**config.mk**
```make
export PLATFORM = sky130hd
export DESIGN_NAME = load_store_unit
export DESIGN_NICKNAME = d
export VERILOG_FILES = /design/src/rtl/riscv_mem_pkg.sv /design/src/rtl/load_extend.sv /design/src/rtl/load_store_unit.sv
export SDC_FILE = /design/constraint.sdc
export NUM_CORES = 1
export LEC_CHECK = 0
export ABC_AREA = 1
export BUFFER_PORTS_ARGS = -buffer_cell sky130_fd_sc_hd__buf_2
export CORE_ASPECT_RATIO = 2
export CORE_UTILIZATION = 40
export DETAILED_ROUTE_END_ITERATION = 8
export PLACE_DENSITY = 0.65
export SLEW_MARGIN = 25
export SYNTH_ARGS = -nofsm -noshare
export SYNTH_HDL_FRONTEND = slang
export SYNTH_SLANG_ARGS = --single-unit
```
**constraint.sdc**
```tcl
create_clock -name clk -period 6.4 [get_ports clk]
set_input_delay 0.64 -clock clk [delete_from_list [all_inputs] [get_ports clk]]
set_output_delay 0.64 -clock clk [all_outputs]
set_load 0.005 [all_outputs]
```
**src/rtl/riscv_mem_pkg.sv**
```systemverilog
// Shared definitions for the memory-access stage: RV32I funct3 codes, FSM states,
// store strobe patterns and request legality/encoding helpers.
package riscv_mem_pkg;

  localparam logic [2:0] F3_LB  = 3'b000;
  localparam logic [2:0] F3_LH  = 3'b001;
  localparam logic [2:0] F3_LW  = 3'b010;
  localparam logic [2:0] F3_LBU = 3'b100;
  localparam logic [2:0] F3_LHU = 3'b101;
  localparam logic [2:0] F3_SB  = 3'b000;
  localparam logic [2:0] F3_SH  = 3'b001;
  localparam logic [2:0] F3_SW  = 3'b010;

  localparam logic [3:0] STRB_B = 4'b0001;
  localparam logic [3:0] STRB_H = 4'b0011;
  localparam logic [3:0] STRB_W = 4'b1111;

  typedef enum logic [1:0] {
    IDLE = 2'd0,
    REQ  = 2'd1,
    WAIT = 2'd2,
    WB   = 2'd3
  } lsu_state_e;

  // Illegal width code or an address not aligned to the access size.
  function automatic logic req_illegal(input logic we, input logic [2:0] funct3,
                                       input logic [1:0] addr_lo);
    logic bad_f3;
    logic misaligned;
    if (we) bad_f3 = (funct3 >= 3'b011);
    else    bad_f3 = (funct3 == 3'b011) || (funct3 == 3'b110) || (funct3 == 3'b111);
    misaligned = ((funct3[1:0] == 2'b01) && addr_lo[0]) ||
                 ((funct3[1:0] == 2'b10) && (addr_lo != 2'b00));
    return bad_f3 || misaligned;
  endfunction

  function automatic logic [3:0] store_strb(input logic [2:0] funct3, input logic [1:0] off);
    case (funct3)
      F3_SB:   return STRB_B << off;
      F3_SH:   return STRB_H << {off[1], 1'b0};
      default: return STRB_W;
    endcase
  endfunction

  function automatic logic [31:0] store_data(input logic [2:0] funct3, input logic [31:0] wdata);
    case (funct3)
      F3_SB:   return {4{wdata[7:0]}};
      F3_SH:   return {2{wdata[15:0]}};
      default: return wdata;
    endcase
  endfunction

endpackage

```
**src/rtl/load_extend.sv**
```systemverilog
// Combinational load lane select and sign/zero extension of a 32-bit read word.
module load_extend
  import riscv_mem_pkg::*;
(
  input  logic [31:0] rdata,
  input  logic [1:0]  offset,
  input  logic [2:0]  funct3,
  output logic [31:0] value
);

  logic [7:0]  byte_lane;
  logic [15:0] half_lane;

  always_comb begin
    byte_lane = 8'(rdata >> {offset, 3'b000});
    half_lane = offset[1] ? rdata[31:16] : rdata[15:0];
    value     = '0;
    case (funct3)
      F3_LB:   value = {{24{byte_lane[7]}}, byte_lane};
      F3_LBU:  value = {24'd0, byte_lane};
      F3_LH:   value = {{16{half_lane[15]}}, half_lane};
      F3_LHU:  value = {16'd0, half_lane};
      F3_LW:   value = rdata;
      default: value = '0;
    endcase
  end

endmodule

```
**src/rtl/load_store_unit.sv**
```systemverilog
// Memory-access stage: one load/store at a time over a valid/ready data port,
// registered load writeback with ALU-collision flag.
module load_store_unit
  import riscv_mem_pkg::*;
#(
  parameter int XLEN = 32
) (
  input  logic            clk,
  input  logic            rst,
  input  logic            req_valid,
  output logic            req_ready,
  input  logic            req_we,
  input  logic [2:0]      req_funct3,
  input  logic [XLEN-1:0] req_addr,
  input  logic [XLEN-1:0] req_wdata,
  input  logic [4:0]      req_rd,
  output logic            dmem_valid,
  input  logic            dmem_ready,
  output logic            dmem_we,
  output logic [XLEN-1:0] dmem_addr,
  output logic [XLEN-1:0] dmem_wdata,
  output logic [3:0]      dmem_wstrb,
  input  logic            dmem_rvalid,
  input  logic [XLEN-1:0] dmem_rdata,
  input  logic            alu_to_reg,
  output logic [XLEN-1:0] mem_val,
  output logic            mem_to_reg,
  output logic [4:0]      mem_rd,
  output logic            collision,
  output logic            fault
);

  lsu_state_e      state, state_next;
  logic            bad_req;
  logic            accept;
  logic            lat_we;
  logic [2:0]      lat_funct3;
  logic [XLEN-1:0] lat_addr;
  logic [XLEN-1:0] lat_wdata;
  logic [3:0]      lat_wstrb;
  logic [4:0]      lat_rd;
  logic [XLEN-1:0] ext_val;

  assign bad_req = req_illegal(req_we, req_funct3, req_addr[1:0]);
  assign accept  = (state == IDLE) && req_valid && !bad_req;

  always_comb begin
    state_next = state;
    req_ready  = 1'b0;
    dmem_valid = 1'b0;
    dmem_we    = 1'b0;
    dmem_wstrb = 4'b0000;
    mem_to_reg = 1'b0;
    unique case (state)
      IDLE: begin
        req_ready = !rst;
        if (accept) state_next = REQ;
      end
      REQ: begin
        dmem_valid = 1'b1;
        dmem_we    = lat_we;
        dmem_wstrb = lat_we ? lat_wstrb : 4'b0000;
        if (dmem_ready) state_next = lat_we ? IDLE : WAIT;
      end
      WAIT: begin
        if (dmem_rvalid) state_next = WB;
      end
      WB: begin
        mem_to_reg = (mem_rd != 5'd0);
        state_next = IDLE;
      end
    endcase
  end

  assign dmem_addr  = {lat_addr[XLEN-1:2], 2'b00};
  assign dmem_wdata = lat_wdata;
  assign collision  = mem_to_reg && alu_to_reg;

  load_extend u_extend (
    .rdata  (dmem_rdata),
    .offset (lat_addr[1:0]),
    .funct3 (lat_funct3),
    .value  (ext_val)
  );

  // Control and writeback registers
  always_ff @(posedge clk or posedge rst) begin
    if (rst) begin
      state   <= IDLE;
      fault   <= 1'b0;
      mem_val <= '0;
      mem_rd  <= '0;
    end else begin
      state <= state_next;
      fault <= (state == IDLE) && req_valid && bad_req;
      if ((state == WAIT) && dmem_rvalid) begin
        mem_val <= ext_val;
        mem_rd  <= lat_rd;
      end
    end
  end

  // Request latch: data only, qualified by the FSM
  always_ff @(posedge clk) begin
    if (accept) begin
      lat_we     <= req_we;
      lat_funct3 <= req_funct3;
      lat_addr   <= req_addr;
      lat_wdata  <= store_data(req_funct3, req_wdata);
      lat_wstrb  <= store_strb(req_funct3, req_addr[1:0]);
      lat_rd     <= req_rd;
    end
  end

endmodule

```
==> results of run 1 <==
[through the flow]
step                hold WS, ps  area [sq um]  setup WS [ps]  instances  utilization (%)
detailed placement        438.0          6292           3590        849            48.43
CTS                       387.5          6903           3941        881            53.13
global route              381.3          6905           3710        882            53.15
finish                    368.4          6905           3932        882            53.15
floorplan                 425.5          5325           3380        524                -
global placement          430.1          6292           3706        849            48.43
[cells in the mapped netlist (all sizes together), types with 2 or more instances]
cell | number | share of area [%]
o21ai | 52 | 5.6
nor3 | 2 | 0.28
edfxtp | 77 | 43
clkbuf | 4 | 0.35
inv | 50 | 3.6
mux2 | 8 | 1.7
nand2 | 164 | 12
nor2 | 41 | 3.0
dfrtp | 40 | 19
nand3 | 14 | 1.7
o211ai | 20 | 2.8
a21oi | 2 | 0.19
buf | 45 | 6.2
[cells by family after synthesis]
| group | after synthesis | synth area share, % |
|---|---|---|
| and+or+nand+nor | 222 | 17.02 |
| buffers and inverters | 99 | 10.09 |
| muxes | 8 | 1.693 |
| other | 1 | 0.07047 |
| DFF | 117 | 62.26 |
| AOI/OAI and AO/OA | 76 | 8.864 |
[per-layer routing]
layer | GRT usage [%] | vias up | wire, microns
met3 | 5.020 | 32 | 898
met5 | 0 | - | 0
met4 | 11.71 | 0 | 523
met2 | 38.97 | 202 | 7787
met1 | 19.53 | 2019 | 4723
li1 | - | 2082 | -
[area by class of cell]
type	instances	share of cell area [%]
diodes	1	0.03624
clock buffers	17	6.161
clock inverters	15	2.682
inverters	50	2.754
multi-input cells	308	21.44
flip-flops and latches	117	47.98
well taps	152	2.754
repair buffers	222	16.20
[critical path, cell delays in order (launching register included)]
cell	delay (ps)
dfrtp_1	390
inv_1	110
nand2_1	130
nor2_1	160
nand4_1	160
inv_2	540
buf_4	590
[placed cells by master, fill, tap and decap left out, types with 2 or more instances in the layout]
| master | instances |
|---|---|
| edfxtp_1 | 77 |
| inv_8 | 5 |
| buf_4 | 3 |
| mux2_2 | 8 |
| nor2_1 | 38 |
| dfrtp_1 | 40 |
| o21ai_2 | 10 |
| nor2_2 | 2 |
| inv_2 | 4 |
| o211ai_1 | 20 |
| o21ai_0 | 41 |
| conb_1 | 2 |
| bufinv_16 | 2 |
| inv_1 | 44 |
| inv_6 | 4 |
| nand3_1 | 11 |
| clkinv_4 | 3 |
| nand3_2 | 2 |
| a21oi_1 | 2 |
| nand2_1 | 160 |
| buf_2 | 219 |
| clkbuf_16 | 17 |
| nand2_2 | 3 |
[registers in the layout, summed over array words and instances (netlist names), named ones only]
register    cells
lat_funct3      3
lat_addr       32
lat_we          1
fault           1
mem_val        32
lat_wstrb       4
mem_rd          5
dmem_wdata     32
lat_rd          5
state           1
[power by group]
part	leakage, nW	internal (mW)	switching, mW
Sequential	1.22	0.949	0.0696
Clock	0.299	0.593	0.394
Combinational	1.88	0.187	0.257
[final timing paths]
| kind | start | to | cells after the start |
|---|---|---|---|
| min reg2reg | lat_rd[1]$_DFFE_PP_ | mem_rd[1]$_DFFE_PP0P_ | 2 |
| max in group asynchronous | rst | mem_val[21]$_DFFE_PP0P_ | 3 |
| min | rst | fault$_DFF_PP0_ | 3 |
| max | state[0]$_DFFE_PP0P_ | lat_addr[29]$_DFFE_PP_ | 6 |
| min in group clk | req_addr[5] | lat_addr[5]$_DFFE_PP_ | 1 |
| max reg2reg | state[0]$_DFFE_PP0P_ | lat_addr[29]$_DFFE_PP_ | 6 |
==> impl_metrics.py, run 1 <==
metrics = {
    "routing": {
        "viasPerCell": 4.915,
        "drt_wl_total_microns": 13930,
        "drt-wirelength-per-cell_microns": 15.80,
        "ant_nets": 0,
        "drc": 0,
        "first_iter_violations": 165,
        "vias": 4335,
        "first_pass_iters": 4,
    },
    "run_status": {
        "status": "complete, no violations",
    },
    "pwr": {
        "power.leakage_nw": 3.401,
        "power.density_nw_per_um2": 354.8,
        "total_power_mw": 2.450,
        "worst_ir_drop_vdd_uv": 260.4,
    },
    "place": {
        "port_buffers": 219,
        "gp_congestion": 0.8606,
        "dpl.hpwl_microns": 10520,
    },
    "floorplanning": {
        "fp.dieH_microns": 165.1,
        "rows": 59,
        "core_area_sq_um": 12990,
        "die_w_microns": 83.56,
        "die_area_sq_um": 13800,
        "ios": 222,
        "start_util_pct": 40.96,
    },
    "layout": {
        "syn2layout_area_growth_pct": 29.77,
        "fill_cells": 1213,
        "final_nets": 827,
        "multi_input_area_sq_um": 1480,
        "seqCellArea_sq_um": 3313,
        "drive_gt1_share_pct": 39.51,
    },
    "min_path": {
        "hold_path_class": "input port to async pin",
    },
    "grt": {
        "grt_max_degree": 46,
        "overflow": 0,
        "antenna_found_initial": 1,
        "first_global_vias": 4398,
        "grt_pass1_wl_microns": 21200,
        "track_usage_pct": 20.36,
    },
    "logic_synthesis": {
        "ys_seq_area_share_pct": 62.26,
        "post_synth_inst_count": 523,
        "syn_area_per_cell_sq_um": 10.17,
        "synth_edf_count": 77,
        "yosysWarnings": 0,
        "async_reset_ff_share_pct": 34.19,
        "synth_cell_types": 32,
        "ys.flop_type": "edfxtp_1",
        "syn_area_sq_um": 5321,
        "ys_seq_elements": 117,
    },
    "timing": {
        "worstMarginPinSlew_ps": 836.1,
        "grt_setup_unrepaired": "no",
        "finalSetupTns_ps": 0,
        "relSlewSlack_pct": 43.95,
        "setup_violations": 0,
        "finalCriticalPeriod_ps": 2468,
        "fmaxAchievable_mhz": 405.3,
        "skew_ps": 7.502,
        "drv_slew": 0,
        "final_hold_viol_count": 0,
        "post-route-period-util_pct": 38.55,
    },
    "cts": {
        "ctsResizeCount": 0,
        "clock_latency_ps": 410,
        "clock_path_buffers": 2,
        "root_buffer": "clkbuf_16",
        "cts_setup_buffers": 0,
        "cts_hold_buffers": 0,
        "cts_tree": "done",
        "cts_buffers": 17,
        "clock-sinks": 117,
        "cts.clk_slew.worst_paths_ps": 60,
        "h-tree-depth": 4,
    },
    "setup_path": {
        "path_class": "flip-flop to flip-flop",
        "startpoint_type": "flip-flop",
        "cp.arrival_ps": 2510,
        "critical_path_required_ps": 6440,
        "worst-path-max-fanout": 45,
        "critPathCaptureType": "flip-flop",
        "reg2reg_slack_ps": 3930,
    },
    "flow_run": {
        "cap_violations": 0,
    },
}
Note: power is estimated with default switching activity, not from simulation.
==> inputs of run 2 (changes only) <==
==> constraint.sdc (replaced) <==
create_clock -name clk -period 2.5 [get_ports clk]
set_input_delay 0.25 -clock clk [delete_from_list [all_inputs] [get_ports clk]]
set_output_delay 0.25 -clock clk [all_outputs]
set_load 0.005 [all_outputs]
==> run 2 against run 1 <==
Routed wire length rose by 4.0%; via count grew 2.6%; maximum frequency grew 33%.
==> impl_metrics.py, run 2 (synthesized netlist as in run 1, its figures left out) <==
metrics = {
    "cts": {
        "clock-sinks": 117,
        "clock_path_buffers": 2,
        "cts_tree": "done",
        "ctsResizeCount": 0,
        "cts.clk_slew.worst_paths_ps": 60,
        "clock_latency_ps": 410,
        "root_buffer": "clkbuf_16",
        "h-tree-depth": 4,
        "cts_buffers": 17,
    },
    "pwr": {
        "total_power_mw": 6.280,
        "worst_ir_drop_vdd_uv": 678.7,
        "power.density_nw_per_um2": 869.5,
        "power.leakage_nw": 3.533,
    },
    "grt": {
        "track_usage_pct": 21.09,
        "grt_max_degree": 62,
        "antenna_found_initial": 0,
        "first_global_vias": 4506,
        "grt_pass1_wl_microns": 21810,
        "overflow": 0,
    },
    "routing": {
        "viasPerCell": 4.872,
        "drt-wirelength-per-cell_microns": 15.87,
        "drc": 0,
        "vias": 4448,
        "first_iter_violations": 155,
        "first_pass_iters": 4,
        "drt_wl_total_microns": 14490,
        "ant_nets": 0,
    },
    "timing": {
        "drv_slew": 0,
        "grt_setup_unrepaired": "no",
        "skew_ps": 10.19,
        "finalCriticalPeriod_ps": 1857,
        "fmaxAchievable_mhz": 538.4,
        "post-route-period-util_pct": 74.30,
        "finalSetupTns_ps": 0,
        "relSlewSlack_pct": 58.42,
        "final_hold_viol_count": 0,
        "setup_violations": 0,
        "worstMarginPinSlew_ps": 623.7,
        "hold_slack_ps": 20.48,
    },
    "min_path": {
        "hp-start": "req_addr[22]",
        "hold_path_class": "input port to flip-flop",
    },
    "setup_path": {
        "critical_path_required_ps": 2780,
        "worst-path-max-fanout": 18,
        "r2r-start": "lat_addr[1]$_DFFE_PP_",
        "startpoint_type": "flip-flop",
        "cp-startpoint": "lat_addr[1]$_DFFE_PP_",
        "cp.arrival_ps": 2140,
        "path_class": "flip-flop to flip-flop",
        "critPathCaptureType": "flip-flop",
    },
    "floorplanning": {
        "core_area_sq_um": 12990,
        "start_util_pct": 40.96,
        "fp.dieH_microns": 165.1,
        "die_w_microns": 83.56,
        "rows": 59,
        "ios": 222,
        "die_area_sq_um": 13800,
    },
    "layout": {
        "diodes": 0,
        "fill_cells": 1166,
        "final_common_cell": "buf_2",
        "drive_gt1_share_pct": 38.50,
        "final_nets": 859,
        "multi_input_area_sq_um": 1480,
        "seqCellArea_sq_um": 3313,
        "fin_util_pct": 55.60,
        "final_cell_mix": "219 x buf_2, 160 x nand2_1, 77 x edfxtp_1, 45 x inv_1, 41 x o21ai_0",
        "syn2layout_area_growth_pct": 35.74,
    },
    "run_status": {
        "status": "complete, no violations",
    },
    "place": {
        "port_buffers": 219,
        "dpl.hpwl_microns": 10820,
        "gp_congestion": 0.9246,
    },
    "flow_run": {
        "cap_violations": 0,
    },
}
-- run 2: timing repair --
action                    CTS  global route
hold buffers               27             0
buffers inserted            0             0
hold endpoints to repair   43             0
-- run 2: final timing paths --
kind                       slack, ps                 endpoint  cells past startpoint
setup / recovery                 640  mem_val[29]$_DFFE_PP0P_                      7
hold / removal                    20   lat_addr[22]$_DFFE_PP_                      1
setup reg to reg                 640  mem_val[29]$_DFFE_PP0P_                      7
hold reg to reg                  460    mem_rd[0]$_DFFE_PP0P_                      2
max in group asynchronous       1600  mem_val[16]$_DFFE_PP0P_                      4
min in group asynchronous        530                async pin                      4
-- run 2: through the flow --
step	area, sq um	worst slack (ps)	std cells
after floorplan	5329	259.9	524
after global placement	6346	733.6	854
after detailed placement	6346	669.7	854
after CTS	7223	664.4	913
after global routing	7223	491.4	913
final	7223	642.5	913
-- run 2: worst max-delay path, stage by stage, from the launching register on --
cell and delay [ps]:
edfxtp_1 740, inv_4 170, nand2_2 120, nand3_2 100
nand3_4 140, nand2_4 180, o21ai_0 200, nand2_1 80
-- run 2: layer usage --
| layer | global-route usage [%] | wire, microns | vias to the layer above | share of wire [%] |
|---|---|---|---|---|
| li1 | - | - | 2144 | - |
| met1 | 19.14 | 4710 | 2079 | 33 |
| met2 | 40.91 | 8220 | 193 | 57 |
| met3 | 5.915 | 971 | 32 | 6.7 |
| met4 | 12.48 | 589 | 0 | 4.1 |
| met5 | 0 | 0 | - | 0 |
-- run 2: cell type report --
type | count | area share [%]
multi-input cells | 308 | 20.49
flip-flops and latches | 117 | 45.87
inverters | 50 | 2.685
repair buffers | 254 | 19.92
clock buffers | 17 | 5.889
clock inverters | 15 | 2.512
well taps | 152 | 2.633
-- run 2: where the power goes --
part	internal (mW)	leakage [nW]	total, mW	switching [mW]
clock	1.51	0.293	2.49	0.973
combinational	0.519	2.02	1.18	0.665
sequential	2.43	1.22	2.61	0.182
==> inputs of run 3 (changes only) <==
--- a/config.mk
+++ b/config.mk
@@ -5,7 +5,7 @@
 export SDC_FILE = /design/constraint.sdc
 export NUM_CORES = 1
 export LEC_CHECK = 0
-export ABC_AREA = 1
+export ABC_AREA = 0
 export BUFFER_PORTS_ARGS = -buffer_cell sky130_fd_sc_hd__buf_2
 export CORE_ASPECT_RATIO = 2
 export CORE_UTILIZATION = 40
==> constraint.sdc (replaced) <==
create_clock -name clk -period 1.81 [get_ports clk]
set_input_delay 0.181 -clock clk [delete_from_list [all_inputs] [get_ports clk]]
set_output_delay 0.181 -clock clk [all_outputs]
set_load 0.005 [all_outputs]
==> run 3 against run 2 <==
The run now ends with setup timing left; clock power grew 35%; critical path depth fell by 3; power grew 46%; core utilization increased by 3.3 points; first-iteration DRC count down 9.7%; area after synthesis decreased by 4.3%; clock skew is 0.95 ps higher; non-clock buffer count up 34; critical path type is now flip-flop to output port; setup slack got worse by 780 ps; synthesized cell count shrank 25%; largest cell class unchanged; die area fell by 4.2%.
==> impl_metrics.py, run 3 <==
metrics = {
    "run_status": {
        "status": "complete, but fails checks",
        "violations": "setup timing",
    },
    "logic_synthesis": {
        "ys.flop_type": "edfxtp_1",
        "yosysTopAreaCellShare_pct": 45.41,
        "synthTopCellsByCount": "77 x edfxtp_1, 40 x dfrtp_1, 34 x buf_4, 34 x nand2_1, 28 x a21oi_1",
        "synth_cell_types": 47,
        "synth_edf_count": 77,
        "yosysMostFrequentCell": "edfxtp_1",
        "async_reset_ff_share_pct": 34.19,
        "yosysWarnings": 0,
        "syn_area_per_cell_sq_um": 13.06,
        "synthTopCellsByArea": "edfxtp_1 45%, dfrtp_1 20%, buf_4 5.0%",
        "ys_seq_area_share_pct": 65.06,
        "yosysTopAreaCell": "edfxtp_1",
        "syn_area_sq_um": 5092,
        "ys_seq_elements": 117,
        "post_synth_inst_count": 390,
    },
    "place": {
        "dpl.hpwl_microns": 10020,
        "place_area_sq_um": 6226,
        "gp_congestion": 0.8737,
        "port_buffers": 219,
        "preCtsSetupSlack_ps": -159.2,
    },
    "grt": {
        "first_global_vias": 4168,
        "overflow": 0,
        "track_usage_pct": 21.15,
        "grt_max_degree": 45,
        "antenna_found_initial": 0,
        "grt_pass1_wl_microns": 20620,
    },
    "setup_path": {
        "critPathCaptureType": "output port",
        "crit_path_end": "collision",
        "cp-startpoint": "mem_rd[1]$_DFFE_PP0P_",
        "worst-path-max-fanout": 2,
        "path_class": "flip-flop to output port",
        "r2r-start": "lat_funct3[0]$_DFFE_PP_",
        "regToRegEndpoint": "mem_val[3]$_DFFE_PP0P_",
        "startpoint_type": "flip-flop",
        "ff2ff_path_depth": 4,
        "critical_path_required_ps": 1630,
        "reg2reg_slack_ps": 130,
        "cp.arrival_ps": 1760,
    },
    "routing": {
        "drc": 0,
        "ant_nets": 0,
        "drt_wl_total_microns": 13730,
        "vias": 4021,
        "viasPerCell": 4.964,
        "first_iter_violations": 140,
        "first_pass_iters": 4,
        "drt-wirelength-per-cell_microns": 16.95,
    },
    "floorplanning": {
        "start_util_pct": 40.80,
        "die_area_sq_um": 13210,
        "ios": 222,
        "core_area_sq_um": 12480,
        "fp.dieH_microns": 161.6,
        "die_w_microns": 81.79,
        "rows": 58,
    },
    "cts": {
        "cts_buffers": 17,
        "h-tree-depth": 4,
        "clock-sinks": 117,
        "root_buffer": "clkbuf_16",
        "clock_path_buffers": 2,
        "cts.clk_slew.worst_paths_ps": 60,
        "clock_latency_ps": 400,
        "cts_tree": "done",
    },
    "pwr": {
        "worst_ir_drop_vdd_uv": 865.4,
        "power.density_nw_per_um2": 1251,
        "power.leakage_nw": 3.236,
    },
    "layout": {
        "syn2layout_area_growth_pct": 44.37,
        "fill_cells": 1070,
        "diodes": 0,
        "fin_area_sq_um": 7352,
        "final_nets": 758,
        "final_cell_mix": "219 x buf_2, 77 x edfxtp_1, 43 x dlygate4sd3_1, 40 x dfrtp_1, 34 x nand2_1",
        "drive_gt1_share_pct": 48.18,
        "multi_input_area_sq_um": 1443,
        "seqCellArea_sq_um": 3313,
        "final_common_cell": "buf_2",
    },
    "timing": {
        "worstMarginPinSlew_ps": 677.4,
        "hold_slack_ps": 6.590,
        "grt_setup_unrepaired": "yes",
        "finalCriticalPeriod_ps": 1943,
        "relSlewSlack_pct": 54.74,
        "skew_ps": 11.14,
        "drv_slew": 0,
        "final_hold_viol_count": 0,
        "post-route-period-util_pct": 107.3,
        "fmaxAchievable_mhz": 514.8,
        "setup_ws_ps": -132.6,
        "setup_violations": 2,
    },
    "min_path": {
        "hold_path_class": "input port to flip-flop",
    },
    "flow_run": {
        "cap_violations": 0,
    },
}
## run 3: changes by cell type after synthesis, sizes merged, moves of 14 or more
cell	change
mux2	+14
nand2	-130
a21oi	+38
inv	-44
o21ai	-19
nor2	-18
nand3	-14
o211ai	-20
## run 3: cell families after synthesis
family	Yosys count	share of synthesized area [%]
other	1	0.07364
buffers and inverters	57	7.150
and+or+nand+nor	84	8.109
muxes	33	7.027
AOI/OAI and AO/OA	98	12.58
DFF	117	65.06
## run 3: critical path: stages (launching register included)
cell and delay [ps]:
dfrtp_1 370, or3_1 370, o311a_1 340, and2_1 150, buf_2 120
## run 3: routing by layer
metal	track usage, %	vias to the layer above	share of wire (%)
met2	40.76	172	58
li1	-	1916	-
met5	0	-	0
met1	20.37	1919	34
met4	7.576	0	1.5
met3	5.311	14	6.2
## run 3: cell type report
| cell class | count | share of cell area, % |
|---|---|---|
| multi-input combinational | 217 | 19.62 |
| clock inverter | 15 | 2.332 |
| timing repair buffer | 288 | 24.34 |
| clock buffer | 17 | 5.786 |
| sequential | 117 | 45.06 |
| inverter | 6 | 0.3063 |
| tap | 150 | 2.553 |
## run 3: repair_timing
action	4_1_cts	5_1_grt
gates cloned	0	1
setup buffers	2	4
pin swaps	3	4
gates resized for setup	3	1
hold buffers	43	0
endpoints found under the setup margin	24	47
endpoints found under the hold margin	55	0
## run 3: worst min-delay path by stage
stage               cells past startpoint           from                 endpoint
detailed placement                      2            rst    mem_rd[4]$_DFFE_PP0P_
global route                            1   req_wdata[4]  dmem_wdata[4]$_DFFE_PP_
CTS                                     1  req_funct3[0]  lat_funct3[0]$_DFFE_PP_
floorplan                               0   req_wdata[0]  dmem_wdata[0]$_DFFE_PP_
global placement                        2            rst    mem_rd[4]$_DFFE_PP0P_
finish                                  1   req_wdata[4]  dmem_wdata[4]$_DFFE_PP_
## run 3: through the flow
step	TNS, ps	power (mW)	instances	utilization, %
after floorplan	-30620	4.787	391	-
after global placement	-224.5	5.654	728	49.88
after detailed placement	-1580	5.718	728	49.88
after CTS	-278.1	9.194	805	58.31
after global routing	-223.7	9.662	810	58.90
final	-132.6	9.197	810	58.90
## run 3: power by group
part | internal, mW | total [mW] | switching, mW
clock network | 2.06 | 3.36 | 1.29
registers | 3.46 | 3.76 | 0.303
logic | 1.05 | 2.07 | 1.03
